$ cat src/rtl/spm_port_arbiter_pkg.sv
// rtl/spm_port_arbiter_pkg.sv - shared types and constants for the SPM port arbiter
package spm_port_arbiter_pkg;

    typedef enum logic [1:0] {
        OWN_NONE = 2'd0,
        OWN_TX   = 2'd1,
        OWN_CPU  = 2'd2
    } owner_e;

    localparam logic [1:0] SPM_HALF_LO = 2'b01;
    localparam logic [1:0] SPM_HALF_HI = 2'b10;
    localparam int         SPM_DATA_W  = 64;

endpackage

$ cat src/rtl/spm_port_arbiter_rr_arb2.sv
// rtl/spm_port_arbiter_rr_arb2.sv - two-requester round-robin arbiter (TX vs CPU)
module rr_arb2
    import spm_port_arbiter_pkg::*;
(
    input  logic clk,
    input  logic reset,
    input  logic hold,
    input  logic req_tx,
    input  logic req_cpu,
    output logic gnt_tx,
    output logic gnt_cpu
);

    owner_e rr_q;
    owner_e rr_d;

    // While held (RX owns the port) nobody is granted and the pointer stays put.
    always_comb begin
        gnt_tx  = !hold && req_tx  && (!req_cpu || (rr_q == OWN_TX));
        gnt_cpu = !hold && req_cpu && (!req_tx  || (rr_q == OWN_CPU));
        rr_d    = rr_q;
        if (gnt_tx) begin
            rr_d = OWN_CPU;
        end else if (gnt_cpu) begin
            rr_d = OWN_TX;
        end
    end

    always_ff @(posedge clk) begin
        if (reset) begin
            rr_q <= OWN_TX;
        end else begin
            rr_q <= rr_d;
        end
    end

endmodule

$ cat src/rtl/spm_port_arbiter.sv
// rtl/spm_port_arbiter.sv - shares the NI scratch-pad port between RX, TX DMA and CPU
module spm_port_arbiter
    import spm_port_arbiter_pkg::*;
#(
    parameter int ADDR_W = 14,
    parameter int CNT_W  = 16
) (
    input  logic                  clk,
    input  logic                  reset,
    input  logic [ADDR_W-1:0]     rx_addr,
    input  logic [1:0]            rx_en,
    input  logic                  rx_wr,
    input  logic [SPM_DATA_W-1:0] rx_wdata,
    input  logic                  tx_req,
    input  logic [ADDR_W-1:0]     tx_addr,
    output logic                  tx_ack,
    output logic [SPM_DATA_W-1:0] tx_rdata,
    output logic                  tx_rvalid,
    input  logic                  cpu_req,
    input  logic                  cpu_wr,
    input  logic [ADDR_W-1:0]     cpu_addr,
    input  logic [1:0]            cpu_en,
    input  logic [SPM_DATA_W-1:0] cpu_wdata,
    output logic                  cpu_ack,
    output logic [SPM_DATA_W-1:0] cpu_rdata,
    output logic                  cpu_rvalid,
    output logic [ADDR_W-1:0]     spm_addr,
    output logic [1:0]            spm_en,
    output logic                  spm_wr,
    output logic [SPM_DATA_W-1:0] spm_wdata,
    input  logic [SPM_DATA_W-1:0] spm_rdata,
    output logic [CNT_W-1:0]      blocked_cnt
);

    logic             rx_active;
    logic             gnt_tx;
    logic             gnt_cpu;
    owner_e           rd_owner_q;
    owner_e           rd_owner_d;
    logic [CNT_W-1:0] blocked_cnt_q;
    logic [CNT_W-1:0] blocked_cnt_d;

    assign rx_active = |rx_en;

    rr_arb2 u_rr_arb2 (
        .clk     (clk),
        .reset   (reset),
        .hold    (rx_active),
        .req_tx  (tx_req),
        .req_cpu (cpu_req),
        .gnt_tx  (gnt_tx),
        .gnt_cpu (gnt_cpu)
    );

    assign tx_ack  = gnt_tx;
    assign cpu_ack = gnt_cpu;

    always_comb begin
        spm_addr  = '0;
        spm_en    = 2'b00;
        spm_wr    = 1'b0;
        spm_wdata = '0;
        if (rx_active) begin
            spm_addr  = rx_addr;
            spm_en    = rx_en;
            spm_wr    = rx_wr;
            spm_wdata = rx_wdata;
        end else if (gnt_tx) begin
            spm_addr  = tx_addr;
            spm_en    = SPM_HALF_HI | SPM_HALF_LO;
        end else if (gnt_cpu && (cpu_en != 2'b00)) begin
            spm_addr  = cpu_addr;
            spm_en    = cpu_en;
            spm_wr    = cpu_wr;
            spm_wdata = cpu_wdata;
        end
    end

    // A CPU grant with no enables is acked but never touches the SPM, so it owns no read.
    always_comb begin
        rd_owner_d = OWN_NONE;
        if (gnt_tx) begin
            rd_owner_d = OWN_TX;
        end else if (gnt_cpu && !cpu_wr && (cpu_en != 2'b00)) begin
            rd_owner_d = OWN_CPU;
        end
    end

    always_comb begin
        blocked_cnt_d = blocked_cnt_q;
        if (rx_active && (tx_req || cpu_req) && (blocked_cnt_q != {CNT_W{1'b1}})) begin
            blocked_cnt_d = blocked_cnt_q + 1'b1;
        end
    end

    always_ff @(posedge clk) begin
        if (reset) begin
            rd_owner_q    <= OWN_NONE;
            blocked_cnt_q <= '0;
        end else begin
            rd_owner_q    <= rd_owner_d;
            blocked_cnt_q <= blocked_cnt_d;
        end
    end

    // Read data returned while reset is held belongs to an access being abandoned.
    assign tx_rvalid   = !reset && (rd_owner_q == OWN_TX);
    assign cpu_rvalid  = !reset && (rd_owner_q == OWN_CPU);
    assign tx_rdata    = tx_rvalid  ? spm_rdata : '0;
    assign cpu_rdata   = cpu_rvalid ? spm_rdata : '0;
    assign blocked_cnt = blocked_cnt_q;

    a_tx_stable: assert property (@(posedge clk) disable iff (reset)
        (tx_req && !tx_ack) |=> $stable(tx_addr));

    a_cpu_stable: assert property (@(posedge clk) disable iff (reset)
        (cpu_req && !cpu_ack) |=> ($stable(cpu_addr) && $stable(cpu_wr)
                                   && $stable(cpu_en) && $stable(cpu_wdata)));

endmodule

$ cat config.mk
export PLATFORM = sky130hd
export DESIGN_NAME = spm_port_arbiter
export DESIGN_NICKNAME = d
export VERILOG_FILES = /design/src/rtl/spm_port_arbiter_pkg.sv /design/src/rtl/spm_port_arbiter_rr_arb2.sv /design/src/rtl/spm_port_arbiter.sv
export SDC_FILE = /design/constraint.sdc
export NUM_CORES = 1
export LEC_CHECK = 0
export CELL_PAD_IN_SITES_DETAIL_PLACEMENT = 1
export CELL_PAD_IN_SITES_GLOBAL_PLACEMENT = 2
export CORE_AREA = 2 2 182 184
export CTS_CLUSTER_DIAMETER = 60
export DETAILED_ROUTE_END_ITERATION = 8
export DIE_AREA = 0 0 184 186
export HOLD_SLACK_MARGIN = 0.1
export PLACE_DENSITY = 0.93
export SYNTH_ARGS = -nofsm -noshare
export SYNTH_HDL_FRONTEND = slang
export SYNTH_SLANG_ARGS = --single-unit
$ cat constraint.sdc
create_clock -name clk -period 5.51 [get_ports clk]
set_input_delay 1.102 -clock clk [delete_from_list [all_inputs] [get_ports clk]]
set_output_delay 1.102 -clock clk [all_outputs]
set_load 0.01 [all_outputs]
======== Word-level counts from Yosys, hierarchy flattened ========
Cells that the tools add are included.
storage, ports and cells
  bits in registers ....................... 20
  input port bits ......................... 244
  output and inout bits ................... 229
operators by class
  $add $sub $neg .......................... 1
  equality and inequality tests ........... 5
  mux-type cells .......................... 18
  reduce and logical (&&, ||, !) cells .... 23
operator list
  operator                                             count
  two-way mux 64 bit                                   5
  two-way mux 14 bit                                   3
  adder 16 x 1 -> 16 bit, second input constant        1
  != test 16 bit, second input constant                1
  two-way mux 2 bit                                    6
  logical AND 1 bit                                    11
  zero test 1 bit                                      5
  equality test 2 x 1 -> 1 bit, second input constant  2
  equality test 2 bit, second input constant           2
  two-way mux 1 bit                                    4
  nonzero test 2 bit                                   2
  OR reduction 2 bit                                   2
  logical OR 1 bit                                     3

======== Logic depth before layout (Yosys ltp) ========
Gate-level depths: netlist of run 1.
  depth in word-level cells ............... 8
  mapped depth ............................ 6
  mapped depth without buffers ............ 5

======== Hierarchy ========
Synthesis of run 1 repeated with hierarchy kept, for this count alone.
unflattened totals
  cell total of the unflattened synthesis .. 537
  area total of the unflattened synthesis .. 3074.2 µm²
by module, submodules not included
  module            instances  cells an instance  area each (µm²)  sequential area each (µm²)
  spm_port_arbiter  1          523                2961.6           360.3
  rr_arb2           1          14                 112.6            40.0

======== Worst setup path before layout of run 1 ========
No wires, ideal clock.
  path kind ............................... input -> output
  start point ............................. input port rx_en[1]
  end point ............................... output port spm_wdata[23]
  arrival ................................. 2294 ps
  data required time ...................... 4408 ps
  setup slack ............................. 2114 ps
  stages on the path ...................... 5
  cells stage by stage .................... or2_1 -> buf_2 -> a2111oi_4 -> clkbuf_1 -> a22o_1
on the way
  longest elaborated chain between the ends .. 8
RTL lines
  item                            line                                                            RTL
  start, declared                 spm_port_arbiter.sv:11                                          input logic [1:0] rx_en,
  OR reduction 2 bit (*)          spm_port_arbiter.sv:43                                          assign rx_active = |rx_en;
  zero test 1 bit                 spm_port_arbiter_rr_arb2.sv:19, spm_port_arbiter_rr_arb2.sv:20
  logical AND 1 bit (2 in a row)  spm_port_arbiter_rr_arb2.sv:20                                  gnt_cpu = !hold && req_cpu && (!req_tx || (rr_q == OWN_CPU));
  logical AND 1 bit               spm_port_arbiter.sv:71                                          end else if (gnt_cpu && (cpu_en != 2'b00)) begin
  two-way mux 64 bit              spm_port_arbiter.sv:71
  two-way mux 64 bit              spm_port_arbiter.sv:68                                          end else if (gnt_tx) begin
  two-way mux 64 bit (*)          spm_port_arbiter.sv:63                                          if (rx_active) begin
  end, declared                   spm_port_arbiter.sv:30                                          output logic [SPM_DATA_W-1:0] spm_wdata,
Mark *: on every way between the ends. The rest lies on a longest branch, timed or not.

======== Final worst setup path of run 1 ========
  start point ............................. input port rx_en[1]
  end point ............................... output port spm_addr[8]
on the way
  longest elaborated chain between the ends .. 8
RTL lines
  item                            line                                                            RTL
  OR reduction 2 bit (*)          spm_port_arbiter.sv:43
  zero test 1 bit                 spm_port_arbiter_rr_arb2.sv:19, spm_port_arbiter_rr_arb2.sv:20
  logical AND 1 bit (2 in a row)  spm_port_arbiter_rr_arb2.sv:20
  logical AND 1 bit               spm_port_arbiter.sv:71
  two-way mux 14 bit              spm_port_arbiter.sv:71
  two-way mux 14 bit              spm_port_arbiter.sv:68
  two-way mux 14 bit (*)          spm_port_arbiter.sv:63
  end, declared                   spm_port_arbiter.sv:27                                          output logic [ADDR_W-1:0] spm_addr,
Marks and branches as above.

==> results of run 1 <==
[power groups by stage]
stage	clock [uW]	combinational [uW]	sequential, uW
finish	207	427	152
global route	218	454	152
CTS	214	432	152
detailed placement	0	430	155
global placement	0	425	155
floorplan	0	110	154
[critical path, cell delays in order]
cell	delay, ns
clkdlybuf4s50_1	0.48
or2_2	0.37
a2111oi_4	0.72
buf_12	0.26
a221oi_1	0.09
nor2_1	0.14
clkdlybuf4s50_1	0.57
[cell type report]
cell class	count	area share
inverters	6	0.00277
repair buffers	486	0.595
multi-input cells	338	0.277
clock inverters	1	0.00369
well taps	408	0.0627
flip-flops and latches	20	0.0492
diodes	1	0.000307
clock buffers	3	0.00922
[flip-flops by register name, summed over array words and instances, names as in the netlist]
name and cells:
blocked_cnt 16, rd_owner_q 2, u_rr_arb2.rr_q 2
[worst paths after layout]
kind,from,to,slack [ns],cells after the start
hold / removal,u_rr_arb2.rr_q[1],u_rr_arb2.rr_q[1],0.50,2
setup reg to reg,blocked_cnt[0],blocked_cnt[0],3.38,5
setup / recovery,rx_en[1],spm_addr[8],0.66,7
hold reg to reg,u_rr_arb2.rr_q[1],u_rr_arb2.rr_q[1],0.50,2
[cell usage in the layout, fill, tap and decap left out, types with 3 or more instances in the layout]
| cell | n |
|---|---|
| a211oi_1 | 5 |
| a21oi_1 | 13 |
| a221oi_1 | 14 |
| a22o_1 | 65 |
| and2_1 | 128 |
| and3_1 | 3 |
| buf_4 | 13 |
| clkbuf_16 | 3 |
| clkdlybuf4s50_1 | 472 |
| dfxtp_1 | 20 |
| inv_1 | 6 |
| mux2_2 | 6 |
| nand2_1 | 12 |
| nand2b_1 | 3 |
| nand3_1 | 8 |
| nand4_1 | 3 |
| nor2_1 | 40 |
| nor2b_1 | 6 |
| nor4_1 | 4 |
| o21ai_0 | 3 |
| o31ai_1 | 3 |
| or4_1 | 3 |
[per-layer routing]
metal / up-vias / part of all wire / track usage
met5: - / 0 / 0
met2: 228 / 0.52 / 0.216
met1: 2280 / 0.41 / 0.142
met4: 0 / 0.0083 / 0.0112
li1: 2344 / - / -
met3: 19 / 0.059 / 0.0231
[kinds of logic (layout without fill, tap and decap cells)]
kind of cell             count (synthesis)  after routing  synth area share
AND/OR/NAND/NOR                        219            219             0.440
multiplexers                             7              7            0.0275
other                                    0              1                 0
buffers and inverters                   43            496            0.0608
flip-flops                              20             20             0.142
adder cells (fa/ha/maj)                  1              1           0.00444
AO/OA/AOI/OAI                          111            111             0.325
[through the flow]
step / util / instance area (um^2) / hold slack, ns
floorplan: - / 2820 / 0.459
finish: 0.253 / 8140 / 0.496
global route: 0.253 / 8140 / 0.540
detailed placement: 0.249 / 8030 / 0.487
CTS: 0.253 / 8140 / 0.497
global placement: 0.249 / 8030 / 0.471
==> flow_metrics.env, run 1 <==
export IMPL_status="completed"
export IMPL_grt_max_degree=80
export IMPL_required_ns=4.41
export IMPL_yosys_area_top_type_share=0.284
export IMPL_core_area_um2=32200
export IMPL_timing_final_max_slew_violations=0
export IMPL_synth_common_cells="and2_1 (128), a22o_1 (65), nor2_1 (40)"
export IMPL_cts_htree_levels=1
export IMPL_antenna_found_initial=4
export IMPL_die_y_um=186
export IMPL_grt_first_pass_wirelength_um=30400
export IMPL_endpoint_kind="primary output"
export IMPL_regArea_um2=400
export IMPL_max_cap_violations=0
export IMPL_drt_pass1_iter_count=4
export IMPL_total_leakage_power_uw=0.00294
export IMPL_synth_area_um2=2820
export IMPL_ant_nets=0
export IMPL_peakVddDrop_mv=0.0912
export IMPL_max_freq_ghz=0.206
export IMPL_switching_power_uw=210
export IMPL_tns_ns=0
export IMPL_place_hpwl_um=19000
export IMPL_clock_root_buffer="clkbuf_16"
export IMPL_synth_nets=646
export IMPL_relSlewSlack=0.392
export IMPL_cts_tree="yes"
export IMPL_first_global_vias=4949
export IMPL_critPathArrivalTime_ns=3.75
export IMPL_placedCellCount=1258
export IMPL_dieWidth_um=184
export IMPL_post_cts_setup_buffers=0
export IMPL_drive_gt1_frac=0.0328
export IMPL_initial_core_util=0.0875
export IMPL_yosysMostFrequentCell="and2_1"
export IMPL_place_congestion=0.842
export IMPL_fin_skew_ns=0.00515
export IMPL_cts_resized=0
export IMPL_wire_per_inst_um=17.4
export IMPL_clockPowerShare=0.263
export IMPL_setup_viol=0
export IMPL_final_cells=1263
export IMPL_synthCells=401
export IMPL_multi_input_area_um2=2260
export IMPL_ys_warn_count=0
export IMPL_avgSynthCellArea_um2=7.03
export IMPL_worstMarginPinSlew_ns=0.911
export IMPL_drt_total_wl_um=22000
export IMPL_grt_overflow=0
export IMPL_p_int_uw=575
export IMPL_synth_top_flop_cell="dfxtp_1"
export IMPL_setup_worst_path_start_class="primary input"
export IMPL_min_period_ns=4.85
export IMPL_final_hold_viol_count=0
export IMPL_clk_pin_slew_ns=0.06
export IMPL_synth_cell_types=37
export IMPL_critical_path_class="in -> out"
export IMPL_synth_edff_count=0
export IMPL_synth_area_top_cells="and2_1 (28%), a22o_1 (20%), dfxtp_1 (14%)"
export IMPL_cts_sinks=20
export IMPL_fillers=3797
export IMPL_p_sw_frac=0.267
export IMPL_dp_slack_ns=0.563
export IMPL_grtUsageTotal=0.116
export IMPL_portBuffers=472
export IMPL_p_total_uw=785
export IMPL_p_comb_frac=0.543
export IMPL_dieArea_um2=34200
export IMPL_cp_max_fo=27
export IMPL_power_density_nw_per_um2=96.4
export IMPL_drtIter0Drc=140
export IMPL_ctsHoldBuffers=0
export IMPL_synthToLayoutAreaGrowth_pct=189
export IMPL_ios=473
export IMPL_yosysTopAreaCell="and2_1"
export IMPL_fin_ws_ns=0.656
export IMPL_hold_path_class="reg -> reg"
export IMPL_vias_per_cell=3.86
export IMPL_p_seq_frac=0.193
export IMPL_synth_seq_area_share=0.142
export IMPL_final_nets=1100
export IMPL_period_share=0.881
export IMPL_ys_ff_latch=20
export IMPL_rsz0062_at_grt="false"
export IMPL_clockBufferDepth=2
export IMPL_via_count=4871
export IMPL_async_flop_share=0
export IMPL_rows=66
export IMPL_clkLatencyLatePin_ns=0.26
export IMPL_remaining_drc_errors=0
export IMPL_numCtsBuffers=3
(Power assumes the default switching activity.)
==> run 2: changes to the inputs <==
--- a/config.mk
+++ b/config.mk
@@ -5,6 +5,7 @@
 export SDC_FILE = /design/constraint.sdc
 export NUM_CORES = 1
 export LEC_CHECK = 0
+export ABC_CLOCK_PERIOD_IN_PS = 5510
 export CELL_PAD_IN_SITES_DETAIL_PLACEMENT = 1
 export CELL_PAD_IN_SITES_GLOBAL_PLACEMENT = 2
 export CORE_AREA = 2 2 182 184
==> results of run 2 <==
Final layout, timing and power as in run 1 (identical DEF).
==> run 3: changes to the inputs <==
--- a/config.mk
+++ b/config.mk
@@ -13,7 +13,7 @@
 export DETAILED_ROUTE_END_ITERATION = 8
 export DIE_AREA = 0 0 184 186
 export HOLD_SLACK_MARGIN = 0.1
-export PLACE_DENSITY = 0.93
+export PLACE_DENSITY = 0.82
 export SYNTH_ARGS = -nofsm -noshare
 export SYNTH_HDL_FRONTEND = slang
 export SYNTH_SLANG_ARGS = --single-unit
==> flow_metrics.env, run 3 (synthesis results as in run 1) <==
export IMPL_cts_sinks=20
export IMPL_cts_htree_levels=1
export IMPL_final_hold_viol_count=0
export IMPL_die_y_um=186
export IMPL_vias_per_cell=3.86
export IMPL_dieArea_um2=34200
export IMPL_clockPowerShare=0.204
export IMPL_drt_pass1_iter_count=4
export IMPL_first_global_vias=5032
export IMPL_p_sw_frac=0.291
export IMPL_period_share=0.864
export IMPL_power_density_nw_per_um2=92.3
export IMPL_antenna_found_initial=5
export IMPL_r2r_start="blocked_cnt[0]"
export IMPL_total_leakage_power_uw=0.00293
export IMPL_hold_path_class="reg -> reg"
export IMPL_max_stage_delay_ns=0.63
export IMPL_crit_family="buffers and inverters"
export IMPL_ant_nets=0
export IMPL_cp_max_fo=78
export IMPL_final_cells=1255
export IMPL_peakVddDrop_mv=0.0916
export IMPL_min_from="u_rr_arb2.rr_q[1]"
export IMPL_p_total_uw=751
export IMPL_cp_depth=6
export IMPL_numCtsBuffers=3
export IMPL_clockBufferDepth=2
export IMPL_setup_viol=0
export IMPL_critPathArrivalTime_ns=3.66
export IMPL_clk_pin_slew_ns=0.06
export IMPL_rsz0062_at_grt="false"
export IMPL_min_period_ns=4.76
export IMPL_place_congestion=0.944
export IMPL_ios=473
export IMPL_grt_first_pass_wirelength_um=33300
export IMPL_p_comb_frac=0.594
export IMPL_critPathBufInv=3
export IMPL_timing_final_max_slew_violations=0
export IMPL_crit_top_cell="clkdlybuf4s50_1"
export IMPL_remaining_drc_errors=0
export IMPL_worstMarginPinSlew_ns=0.814
export IMPL_critical_path_class="in -> out"
export IMPL_n_antenna_cell=0
export IMPL_core_area_um2=32200
export IMPL_relSlewSlack=0.453
export IMPL_setup_worst_path_start_class="primary input"
export IMPL_worst_path_max_delay_cell="clkdlybuf4s50_1"
export IMPL_holdPathEnd="u_rr_arb2.rr_q[1]"
export IMPL_rows=66
export IMPL_post_cts_setup_buffers=0
export IMPL_via_count=4845
export IMPL_max_cap_violations=0
export IMPL_mostFrequentLayoutCells="clkdlybuf4s50_1 (465), and2_1 (128), a22o_1 (65), nor2_1 (40), dfxtp_1 (20)"
export IMPL_p_seq_frac=0.202
export IMPL_largest_reg_flops=16
export IMPL_p_int_uw=533
export IMPL_crit_chain="clkdlybuf4s50_1, or2_2, a2111oi_4, buf_12, a22o_1, clkdlybuf4s50_1"
export IMPL_portBuffers=472
export IMPL_place_hpwl_um=21200
export IMPL_final_util=0.253
export IMPL_clkLatencyLatePin_ns=0.25
export IMPL_switching_power_uw=218
export IMPL_drtIter0Drc=214
export IMPL_grt_overflow=0
export IMPL_clock_root_buffer="clkbuf_16"
export IMPL_status="completed"
export IMPL_wire_per_inst_um=19.4
export IMPL_cts_tree="yes"
export IMPL_grt_max_degree=79
export IMPL_synthToLayoutAreaGrowth_pct=189
export IMPL_ff2ff_path_depth=5
export IMPL_dp_slack_ns=0.731
export IMPL_drive_gt1_frac=0.0331
export IMPL_fin_ws_ns=0.751
export IMPL_dieWidth_um=184
export IMPL_initial_core_util=0.0875
export IMPL_grtUsageTotal=0.130
export IMPL_required_ns=4.41
export IMPL_max_freq_ghz=0.210
export IMPL_cts_resized=0
export IMPL_endpoint_kind="primary output"
export IMPL_reg2reg_to="blocked_cnt[0]"
export IMPL_fin_skew_ns=0.00386
export IMPL_tns_ns=0
export IMPL_hold_depth=2
export IMPL_placedCellCount=1252
export IMPL_ctsHoldBuffers=0
export IMPL_final_common_cell="clkdlybuf4s50_1"
export IMPL_drt_total_wl_um=24400
export IMPL_final_nets=1094
export IMPL_rrSetupSlack_ns=3.40
run 3: changes by cell type in the layout (fill, tap and decap cells not counted):
cell             previous run  this run
buf_12                      1         8
clkdlybuf4s50_1           472       465
buf_4                      13         7
bufinv_16                   1         0
diode_2                     1         0
run 3: layout make-up:
| type | count | area (um^2) |
|---|---|---|
| Inverter | 6 | 22.5 |
| Multi-Input combinational cell | 338 | 2260 |
| Clock buffer | 3 | 75.1 |
| Fill cell | 3800 | 24100 |
| Tap cell | 408 | 510 |
| Sequential cell | 20 | 400 |
| Timing Repair Buffer | 480 | 4870 |
run 3: how the worst max path moves through the flow:
stage	end	start
6_report	spm_wdata[55]	rx_en[1]
3_5_place_dp	spm_wdata[55]	rx_en[1]
4_1_cts	spm_wdata[55]	rx_en[1]
2_1_floorplan	spm_wdata[23]	rx_en[1]
5_1_grt	spm_wdata[55]	rx_en[1]
3_3_place_gp	spm_wdata[55]	rx_en[1]
run 3: tightest hold or removal path: stages (launching register included):
cell      delay (ns)
dfxtp_1         0.32
nand2b_1        0.07
a21oi_1         0.06
run 3: power groups by stage:
| stage | registers (uW) | clock network, uW | logic (uW) |
|---|---|---|---|
| after CTS | 152 | 156 | 452 |
| after global routing | 152 | 163 | 474 |
| after floorplan | 154 | 0 | 110 |
| after global placement | 155 | 0 | 447 |
| after detailed placement | 155 | 0 | 450 |
| final | 152 | 153 | 446 |
run 3: stage by stage:
step	hold WS (ns)	instance area (um^2)
final	0.500	8130
after global routing	0.531	8130
after CTS	0.511	8130
after detailed placement	0.499	8060
after global placement	0.470	8060
after floorplan	0.459	2820
run 3: per-layer routing:
metal / part of all wire / track usage / vias to the layer above
met1: 0.39 / 0.152 / 2245
met5: 0.0026 / 0 / -
li1: - / - / 2340
met3: 0.092 / 0.0530 / 28
met4: 0.014 / 0.0179 / 10
met2: 0.51 / 0.229 / 222
